`src/rtl/io_bus_arbiter_if.sv`:
```
// io_bus_arbiter_if
//   Bundles the two requester Avalon-MM ports, the shared slave port and the
//   grant vector of io_bus_arbiter.
//   Ports (signals):
//     m0_* / m1_* : read, write, address, writedata (requester -> arbiter)
//                   readdata, waitrequest, error     (arbiter -> requester)
//     s_*         : chipselect, read, write, address, writedata (arbiter -> slave)
//                   readdata, waitrequest                      (slave -> arbiter)
//     grant       : one-hot owner of the slave, 00 when idle
//   Modports:
//     slave  : the arbiter's view (it is the slave of both requesters)
//     master : the environment's view (requesters plus the shared slave)
interface io_bus_arbiter_if #(
  parameter int DATA_WIDTH = 32,
  parameter int ADDR_WIDTH = 2
);
  logic                  m0_read;
  logic                  m0_write;
  logic [ADDR_WIDTH-1:0] m0_address;
  logic [DATA_WIDTH-1:0] m0_writedata;
  logic [DATA_WIDTH-1:0] m0_readdata;
  logic                  m0_waitrequest;
  logic                  m0_error;

  logic                  m1_read;
  logic                  m1_write;
  logic [ADDR_WIDTH-1:0] m1_address;
  logic [DATA_WIDTH-1:0] m1_writedata;
  logic [DATA_WIDTH-1:0] m1_readdata;
  logic                  m1_waitrequest;
  logic                  m1_error;

  logic                  s_chipselect;
  logic                  s_read;
  logic                  s_write;
  logic [ADDR_WIDTH-1:0] s_address;
  logic [DATA_WIDTH-1:0] s_writedata;
  logic [DATA_WIDTH-1:0] s_readdata;
  logic                  s_waitrequest;

  logic [1:0]            grant;

  modport slave (
    input  m0_read, m0_write, m0_address, m0_writedata,
    output m0_readdata, m0_waitrequest, m0_error,
    input  m1_read, m1_write, m1_address, m1_writedata,
    output m1_readdata, m1_waitrequest, m1_error,
    output s_chipselect, s_read, s_write, s_address, s_writedata,
    input  s_readdata, s_waitrequest,
    output grant
  );

  modport master (
    output m0_read, m0_write, m0_address, m0_writedata,
    input  m0_readdata, m0_waitrequest, m0_error,
    output m1_read, m1_write, m1_address, m1_writedata,
    input  m1_readdata, m1_waitrequest, m1_error,
    input  s_chipselect, s_read, s_write, s_address, s_writedata,
    output s_readdata, s_waitrequest,
    input  grant
  );
endinterface

```
`src/rtl/io_bus_arbiter.sv`:
```
// io_bus_arbiter
//   Shares one Avalon-MM slave port between requester 0 (HPS bridge) and
//   requester 1 (game logic). One transaction at a time, round-robin on ties,
//   completion and read data go to the winner only. Minimum 3 cycles per
//   transaction (IDLE -> ACCESS -> DONE).
//   Ports:
//     clk : clock
//     rst : synchronous active-high reset
//     bus : io_bus_arbiter_if.slave (requester ports, slave port, grant)
//   Optional feature: define IO_ARB_TIMEOUT_EN to abort accesses that stall
//   for TIMEOUT_CYCLES cycles (error flag, all-ones read data). Without it the
//   arbiter waits forever and the error outputs are tied low.
module io_bus_arbiter #(
  parameter int DATA_WIDTH     = 32,
  parameter int ADDR_WIDTH     = 2,
  parameter int TIMEOUT_CYCLES = 255
) (
  input  logic            clk,
  input  logic            rst,
  io_bus_arbiter_if.slave bus
);
  typedef enum logic [1:0] {IDLE = 2'd0, ACCESS = 2'd1, DONE = 2'd2} state_t;

  if (TIMEOUT_CYCLES < 1 || TIMEOUT_CYCLES > 255) begin : g_bad_timeout
    $error("io_bus_arbiter: TIMEOUT_CYCLES must be in 1..255");
  end

  state_t                state_reg, state_next;
  logic [1:0]            grant_reg;
  logic                  ptr_reg;      // last served requester
  logic                  write_reg;
  logic [ADDR_WIDTH-1:0] addr_reg;
  logic [DATA_WIDTH-1:0] wdata_reg;

  logic [1:0]            req_read, req_write, pending, waitreq, err;
  logic [ADDR_WIDTH-1:0] req_addr  [2];
  logic [DATA_WIDTH-1:0] req_wdata [2];
  logic [DATA_WIDTH-1:0] rdata_out [2];

  logic start, win, finish, abort, in_access, in_done;

  assign req_read     = {bus.m1_read, bus.m0_read};
  assign req_write    = {bus.m1_write, bus.m0_write};
  assign req_addr[0]  = bus.m0_address;
  assign req_addr[1]  = bus.m1_address;
  assign req_wdata[0] = bus.m0_writedata;
  assign req_wdata[1] = bus.m1_writedata;

  assign in_access = (state_reg == ACCESS);
  assign in_done   = (state_reg == DONE);

`ifdef IO_ARB_TIMEOUT_EN
  logic [7:0] stall_reg;
  logic       err_reg;

  // Abort on the stall cycle that brings the count to TIMEOUT_CYCLES.
  assign abort = in_access & bus.s_waitrequest &
                 (stall_reg == 8'(TIMEOUT_CYCLES - 1));

  always_ff @(posedge clk) begin
    if (rst) begin
      stall_reg <= '0;
      err_reg   <= 1'b0;
    end else begin
      if (start)
        stall_reg <= '0;
      else if (in_access && bus.s_waitrequest)
        stall_reg <= stall_reg + 8'd1;
      if (finish)
        err_reg <= abort;
    end
  end
`else
  assign abort = 1'b0;
`endif

  for (genvar gi = 0; gi < 2; gi++) begin : g_req
    logic [DATA_WIDTH-1:0] rdata_reg;

    assign pending[gi] = req_read[gi] | req_write[gi];
    // Low only in the winner's DONE cycle, and whenever not requesting.
    assign waitreq[gi] = pending[gi] & ~(in_done & grant_reg[gi]);
`ifdef IO_ARB_TIMEOUT_EN
    assign err[gi] = err_reg & in_done & grant_reg[gi];
`else
    assign err[gi] = 1'b0;
`endif

    // Captured at completion so it is stable in DONE and held afterwards.
    always_ff @(posedge clk) begin
      if (rst)
        rdata_reg <= '0;
      else if (finish && grant_reg[gi])
        rdata_reg <= abort ? '1 : (write_reg ? '0 : bus.s_readdata);
    end

    assign rdata_out[gi] = rdata_reg;
  end

  always_comb begin
    state_next = state_reg;
    start      = 1'b0;
    win        = 1'b0;
    finish     = 1'b0;
    case (state_reg)
      IDLE: begin
        if (|pending) begin
          start      = 1'b1;
          // On a tie the requester not served last wins.
          win        = (&pending) ? ~ptr_reg : pending[1];
          state_next = ACCESS;
        end
      end
      ACCESS: begin
        if (!bus.s_waitrequest || abort) begin
          finish     = 1'b1;
          state_next = DONE;
        end
      end
      DONE:    state_next = IDLE;
      default: state_next = IDLE;
    endcase
  end

  always_ff @(posedge clk) begin
    if (rst) begin
      state_reg <= IDLE;
      grant_reg <= 2'b00;
      ptr_reg   <= 1'b1;
      write_reg <= 1'b0;
      addr_reg  <= '0;
      wdata_reg <= '0;
    end else begin
      state_reg <= state_next;
      if (start) begin
        grant_reg <= win ? 2'b10 : 2'b01;
        write_reg <= req_write[win];   // read+write together counts as write
        addr_reg  <= req_addr[win];
        wdata_reg <= req_wdata[win];
      end else if (in_done) begin
        grant_reg <= 2'b00;
      end
      if (finish)
        ptr_reg <= grant_reg[1];
    end
  end

  assign bus.s_chipselect = in_access;
  assign bus.s_read       = in_access & ~write_reg;
  assign bus.s_write      = in_access & write_reg;
  assign bus.s_address    = in_access ? addr_reg : '0;
  assign bus.s_writedata  = in_access ? wdata_reg : '0;

  assign bus.grant          = grant_reg;
  assign bus.m0_waitrequest = waitreq[0];
  assign bus.m1_waitrequest = waitreq[1];
  assign bus.m0_readdata    = rdata_out[0];
  assign bus.m1_readdata    = rdata_out[1];
  assign bus.m0_error       = err[0];
  assign bus.m1_error       = err[1];
endmodule
```
`src/flat_wrapper.sv`:
```
// flat-port wrapper written by rule: the top's interface ports become plain ports
module io_bus_arbiter_flat 
#(
  parameter int DATA_WIDTH     = 32,
  parameter int ADDR_WIDTH     = 2,
  parameter int TIMEOUT_CYCLES = 255
)
  (clk, rst, bus_m0_read, bus_m0_write, bus_m0_address, bus_m0_writedata, bus_m0_readdata, bus_m0_waitrequest, bus_m0_error, bus_m1_read, bus_m1_write, bus_m1_address, bus_m1_writedata, bus_m1_readdata, bus_m1_waitrequest, bus_m1_error, bus_s_chipselect, bus_s_read, bus_s_write, bus_s_address, bus_s_writedata, bus_s_readdata, bus_s_waitrequest, bus_grant);
  io_bus_arbiter_if #(.DATA_WIDTH(DATA_WIDTH), .ADDR_WIDTH(ADDR_WIDTH)) bus_i ();
  input  logic clk;
  input  logic rst;
  input wire logic [$bits(bus_i.m0_read)-1:0] bus_m0_read;
  input wire logic [$bits(bus_i.m0_write)-1:0] bus_m0_write;
  input wire logic [$bits(bus_i.m0_address)-1:0] bus_m0_address;
  input wire logic [$bits(bus_i.m0_writedata)-1:0] bus_m0_writedata;
  output wire logic [$bits(bus_i.m0_readdata)-1:0] bus_m0_readdata;
  output wire logic [$bits(bus_i.m0_waitrequest)-1:0] bus_m0_waitrequest;
  output wire logic [$bits(bus_i.m0_error)-1:0] bus_m0_error;
  input wire logic [$bits(bus_i.m1_read)-1:0] bus_m1_read;
  input wire logic [$bits(bus_i.m1_write)-1:0] bus_m1_write;
  input wire logic [$bits(bus_i.m1_address)-1:0] bus_m1_address;
  input wire logic [$bits(bus_i.m1_writedata)-1:0] bus_m1_writedata;
  output wire logic [$bits(bus_i.m1_readdata)-1:0] bus_m1_readdata;
  output wire logic [$bits(bus_i.m1_waitrequest)-1:0] bus_m1_waitrequest;
  output wire logic [$bits(bus_i.m1_error)-1:0] bus_m1_error;
  output wire logic [$bits(bus_i.s_chipselect)-1:0] bus_s_chipselect;
  output wire logic [$bits(bus_i.s_read)-1:0] bus_s_read;
  output wire logic [$bits(bus_i.s_write)-1:0] bus_s_write;
  output wire logic [$bits(bus_i.s_address)-1:0] bus_s_address;
  output wire logic [$bits(bus_i.s_writedata)-1:0] bus_s_writedata;
  input wire logic [$bits(bus_i.s_readdata)-1:0] bus_s_readdata;
  input wire logic [$bits(bus_i.s_waitrequest)-1:0] bus_s_waitrequest;
  output wire logic [$bits(bus_i.grant)-1:0] bus_grant;
  assign bus_i.m0_read = bus_m0_read;
  assign bus_i.m0_write = bus_m0_write;
  assign bus_i.m0_address = bus_m0_address;
  assign bus_i.m0_writedata = bus_m0_writedata;
  assign bus_m0_readdata = bus_i.m0_readdata;
  assign bus_m0_waitrequest = bus_i.m0_waitrequest;
  assign bus_m0_error = bus_i.m0_error;
  assign bus_i.m1_read = bus_m1_read;
  assign bus_i.m1_write = bus_m1_write;
  assign bus_i.m1_address = bus_m1_address;
  assign bus_i.m1_writedata = bus_m1_writedata;
  assign bus_m1_readdata = bus_i.m1_readdata;
  assign bus_m1_waitrequest = bus_i.m1_waitrequest;
  assign bus_m1_error = bus_i.m1_error;
  assign bus_s_chipselect = bus_i.s_chipselect;
  assign bus_s_read = bus_i.s_read;
  assign bus_s_write = bus_i.s_write;
  assign bus_s_address = bus_i.s_address;
  assign bus_s_writedata = bus_i.s_writedata;
  assign bus_i.s_readdata = bus_s_readdata;
  assign bus_i.s_waitrequest = bus_s_waitrequest;
  assign bus_grant = bus_i.grant;
  io_bus_arbiter #(.DATA_WIDTH(DATA_WIDTH), .ADDR_WIDTH(ADDR_WIDTH), .TIMEOUT_CYCLES(TIMEOUT_CYCLES)) u_core (.clk(clk), .rst(rst), .bus(bus_i));
endmodule
```
`config.mk`:
```
export PLATFORM = sky130hd
export DESIGN_NAME = io_bus_arbiter_flat
export DESIGN_NICKNAME = d
export VERILOG_FILES = /design/src/rtl/io_bus_arbiter_if.sv /design/src/rtl/io_bus_arbiter.sv /design/src/flat_wrapper.sv
export SDC_FILE = /design/constraint.sdc
export NUM_CORES = 1
export LEC_CHECK = 0
export BUFFER_PORTS_ARGS = -buffer_cell sky130_fd_sc_hd__buf_2
export CAP_MARGIN = 0
export CORE_MARGIN = 2
export CORE_UTILIZATION = 47
export CTS_CLUSTER_SIZE = 28
export DETAILED_ROUTE_END_ITERATION = 10
export PLACE_DENSITY_LB_ADDON = 0.2
export SYNTH_ARGS = -nofsm -noshare
export SYNTH_HDL_FRONTEND = slang
export SYNTH_SLANG_ARGS = --single-unit
```
`constraint.sdc`:
```
create_clock -name clk -period 2.1 [get_ports clk]
set_input_delay 0.315 -clock clk [delete_from_list [all_inputs] [get_ports clk]]
set_output_delay 0.315 -clock clk [all_outputs]
set_load 0.01 [all_outputs]
```
[Yosys cells after proc, flatten, opt, wreduce, memory -nomap -nowiden]
Cells that the tools add are included.
Word-level totals
  register bits after elaboration: 104
  latch bits: 0
  bits in writable memories: 0
  memory bits (read-only): 0
  input bits: 107
  word-level logic and storage cells: 58
  memories: 0
Operators by class
  add/sub/neg operators: 0
  multipliers: 0
  div/mod/pow operators: 0
  magnitude comparators: 2
  equal/unequal tests: 4
  shift operators: 0
  muxes and demuxes: 24
  bitwise gates (word level): 13
  reductions and logical operators: 7
Operator list (count)
  two-way mux 32 bit: 5
  two-way mux 2 bit: 9
  two-way mux 1 bit: 9
  bitwise AND 1 bit: 6
  inverter 1 bit: 4
  case mux 2 bit (2 select lines): 1
  AND reduction 2 bit: 2
  == test 2 x 1 -> 1 bit, second input constant: 1
  == test 2 bit, second input constant: 1
  greater-or-equal comparator 2 bit, second input constant: 1
  logical AND 1 bit: 2
  logical NOT 2 bit: 1
  < comparator 1 x 2 -> 1 bit, second input constant: 1
  inequality test 2 x 1 -> 1 bit, second input constant: 1
  inequality test 2 bit, second input constant: 1
  inverter 1 -> 2 bit: 1
  OR 1 bit: 2
  nonzero test 2 bit: 1
  OR reduction 2 bit: 1

[Depth between registers and ports, before layout]
  depth in word-level cells: 9
  gate-level depth with buffers: 6
  mapped depth without buffers: 3

[Least setup slack after synthesis]
No wires, ideal clock.
  path kind: flip-flop to output port
  start: register u_core.state_reg[1]
  end: output bus_s_address[0]
  data arrival time: 1250 ps
  path slack: 535 ps
  stages on the path, launching flop included: 6
  path buffers: 2
  path through: dfxtp_1 > buf_2 > nand2b_1 > inv_1 > clkbuf_1 > and2_1
On the way
  word-level cells in the longest chain between the ends: 2
RTL lines
  from (decl): RTL line io_bus_arbiter.sv:28  | state_t state_reg, state_next;
  from (signal assigned): RTL line io_bus_arbiter.sv:134  | state_reg <= state_next;
  == test 2 x 1 -> 1 bit: RTL line io_bus_arbiter.sv:49  | assign in_access = (state_reg == ACCESS);
  via bus_s_chipselect: RTL line flat_wrapper.sv:26  | output wire logic [$bits(bus_i.s_chipselect)-1:0] bus_s_chipselect;
  two-way mux 2 bit: RTL line io_bus_arbiter.sv:151  | assign bus.s_address = in_access ? addr_reg : '0;
  to (decl): RTL line flat_wrapper.sv:29  | output wire logic [$bits(bus_i.s_address)-1:0] bus_s_address;
The timed path passes the listed nets, and every way through them passes these cells.

[Final worst setup path]
  start: register u_core.state_reg[0]
  end: output bus_s_address[0]
On the way
  word-level cells in the longest chain between the ends: 2
RTL lines (RTL line)
  == test 2 x 1 -> 1 bit: io_bus_arbiter.sv:49
  two-way mux 2 bit: io_bus_arbiter.sv:151
No other way between the ends.

==> metrics.csv <==
stage;metric;value;unit
final_layout;syn2layout_area_growth;30.9;%
final_layout;antenna_cells;0;
detailed_routing;drt_pass1_iterations;4;
cts;root_buffer;clkbuf_8;
final_layout;stdcell_area;0.00594;sq mm
synth;netlist_area;0.00453;sq mm
floorplan;die_w;102;um
synth;ys_warn_count;0;
cts;cts_sinks;104;
critical_path;cp.required;1.78;ns
power;ir_drop;0.437;mV
critical_path;ff2ff_path_depth;4;
sta;setup_viol;0;
critical_path;worstSetupPathType;reg -> out;
synth;yosysUniqueCellTypes;30;
cts;holdBufCountCts;0;
floorplan;io_pins;214;
global_routing;globalRouteOverflowTotal;0;
detailed_routing;drc;0;
detailed_routing;wire_per_inst;14.5;um
global_routing;grt_pass1_wl;19.4;mm
critical_path;path_max_fanout;21;
global_routing;grt_max_degree;61;
global_routing;first_global_vias;4081;
critical_path;cp.arrival;1.62;ns
final_layout;seqCellArea;0.00208;sq mm
final_layout;nets;851;
final_layout;layout_commonest_cell;buf_2;
critical_path;reg2reg_slack;0.42;ns
final_layout;final_cell_mix;211 x buf_2, 128 x nand2_1, 104 x a21oi_1, 103 x dfxtp_1, 36 x nand2b_1;
cts;postCtsSetupBuffers;0;
synth;yosysSeqAreaShare;45.9;%
synth;synth_ff_type;dfxtp_1;
cts;h-tree-depth;3;
floorplan;die_h;102;um
place;portBuffers;211;
run;cap_violations;0;
place;place.gp.congestion;0.827;
sta;max_freq;518;MHz
sta;grt_setup_unrepaired;false;
final_layout;fill_cells;864;
detailed_routing;via_per_inst;5.11;
global_routing;grt_use_met1;28.8;%
global_routing;grt.met2_usage;38.3;%
detailed_routing;drt_first_iter_violations;115;
place;place_inst;862;
synth;synth_top_cell_by_area;dfxtp_1;
cts;clkTransAtPathRegs;0.11;ns
critical_path;crit_path_start_kind;flop;
global_routing;use_met3;6.36;%
final_layout;multi_input_area;0.00224;sq mm
sta;max_slew_margin;63.8;%
sta;period_share;91.9;%
critical_path;r2r_end;u_core.wdata_reg[30];
sta;hold_violations;0;
power;power;4.18;mW
sta;fin_tns_setup;0;ns
synth;synth_edf_count;0;
run_status;status;finished, final reports clean;
synth;syn_inst;551;
final_layout;stdcell_count;878;
global_routing;antenna_found_initial;0;
critical_path;r2r_start;u_core.state_reg[0];
synth;syn_area_per_cell;8.23;sq um
synth;ys_ff_latch;104;
critical_path;crit_end;bus_s_address[0];
global_routing;top_usage_layer;met2;
floorplan;initial_core_util;48.8;%
floorplan;core_area;0.00928;sq mm
power;power.density;704;mW/mm^2
final_layout;drive_gt1_share;34.2;%
detailed_routing;wirelength;12.8;mm
critical_path;end_kind;output pin;
critical_path;crit_start;u_core.state_reg[0];
sta;period_minus_slack;1.93;ns
sta;worstMarginPinSlew;0.543;ns
power;power.leakage;2.66;nW
place;dp_hpwl;8.92;mm
cts;insertion_delay;0.36;ns
cts;clk_path_buf_depth;2;
synth;synth_top_area_share;45.9;%
hold_path;hp-class;in -> reg;
synth;synthTopCellsByArea;dfxtp_1 46%, a21oi_1 11%, nand2_1 11%, a221o_1 7.7%, nand2b_1 5.0%;
floorplan;std_cell_rows;35;
global_routing;grtUsageTotal;23.2;%
sta;slew_viol_final;0;
place;post_dp_cell_area;0.00571;sq mm
detailed_routing;drtAntennaViolNets;0;
floorplan;die_area;0.0104;sq mm
sta;skew;0.0123;ns
detailed_routing;num_vias;4488;
cts;cts_buffers;9;
cts;cts_tree;done;
synth;async_reset_ff_share;0;%
## kinds of logic (layout without fill, tap and decap cells)
kind of cell | count (synthesis) | in the layout | synth area share, %
other | 1 | 2 | 0.0827
multiplexers | 1 | 1 | 0.221
buffers and inverters | 51 | 248 | 5.41
flip-flops | 104 | 104 | 45.9
AO/OA/AOI/OAI | 145 | 145 | 20.5
AND/OR/NAND/NOR | 249 | 249 | 27.9
## how the worst min path moves through the flow
| stage | from | endpoint | slack [ns] | cells past startpoint |
|---|---|---|---|---|
| after floorplan | bus_s_waitrequest | u_core.state_reg[1] | 0.39 | 1 |
| after global placement | u_core.bus.m0_readdata[26] | u_core.bus.m0_readdata[26] | 0.44 | 2 |
| after detailed placement | u_core.bus.m0_readdata[8] | u_core.bus.m0_readdata[8] | 0.44 | 2 |
| after CTS | bus_m0_writedata[16] | u_core.wdata_reg[16] | 0.15 | 2 |
| after global routing | bus_m1_writedata[10] | u_core.wdata_reg[10] | 0.15 | 2 |
| final | bus_m0_writedata[16] | u_core.wdata_reg[16] | 0.16 | 2 |
## worst max-delay path, stage by stage (launching register included)
cell and delay, ns:
dfxtp_2 0.49, nand2b_1 0.17, inv_1 0.10, buf_4 0.21, and2_1 0.16, buf_2 0.13
## cells in the mapped netlist (2+ instances only)
master / number
nand2_1: 128
a21oi_1: 104
dfxtp_1: 104
nand2b_1: 36
a221o_1: 35
and2_1: 35
nor2b_1: 33
clkbuf_1: 26
buf_2: 19
buf_6: 3
nor2_1: 3
nor3_1: 3
buf_4: 2
nand4bb_1: 2
nor4bb_1: 2
o21ai_0: 2
## where the power goes
| group | internal [mW] | switching (mW) | total (mW) |
|---|---|---|---|
| registers | 2.07 | 0.0574 | 2.13 |
| logic | 0.299 | 0.342 | 0.641 |
| clock network | 0.686 | 0.724 | 1.41 |
| total | 3.06 | 1.12 | 4.18 |
## cell type report
type                    count  share of cell area [%]
multi-input cells         397                    37.8
flip-flops and latches    104                    35.1
repair buffers            231                    20.5
well taps                 129                    2.72
clock buffers               9                    2.09
clock inverters             7                    1.75
inverters                   1                  0.0632
## timing repair
action	in CTS	in global routing
endpoints found under the hold margin	0	0
resized for setup	1	0
endpoints found under the setup margin	2	0
## per-layer routing
metal,vias to the layer above,wire length [um]
met3,24,989
met1,2071,5380
met4,0,289
met5,-,0
li1,2245,-
met2,148,6090
## stage by stage
step	util (%)	hold WS [ns]	worst slack [ns]
3_3_place_gp	61.5	0.440	0.456
5_1_grt	63.9	0.154	0.0651
3_5_place_dp	61.5	0.443	0.385
6_report	63.9	0.164	0.169
2_1_floorplan	-	0.394	0.535
4_1_cts	63.9	0.151	0.164
Power figures use the tool's default switching activity.
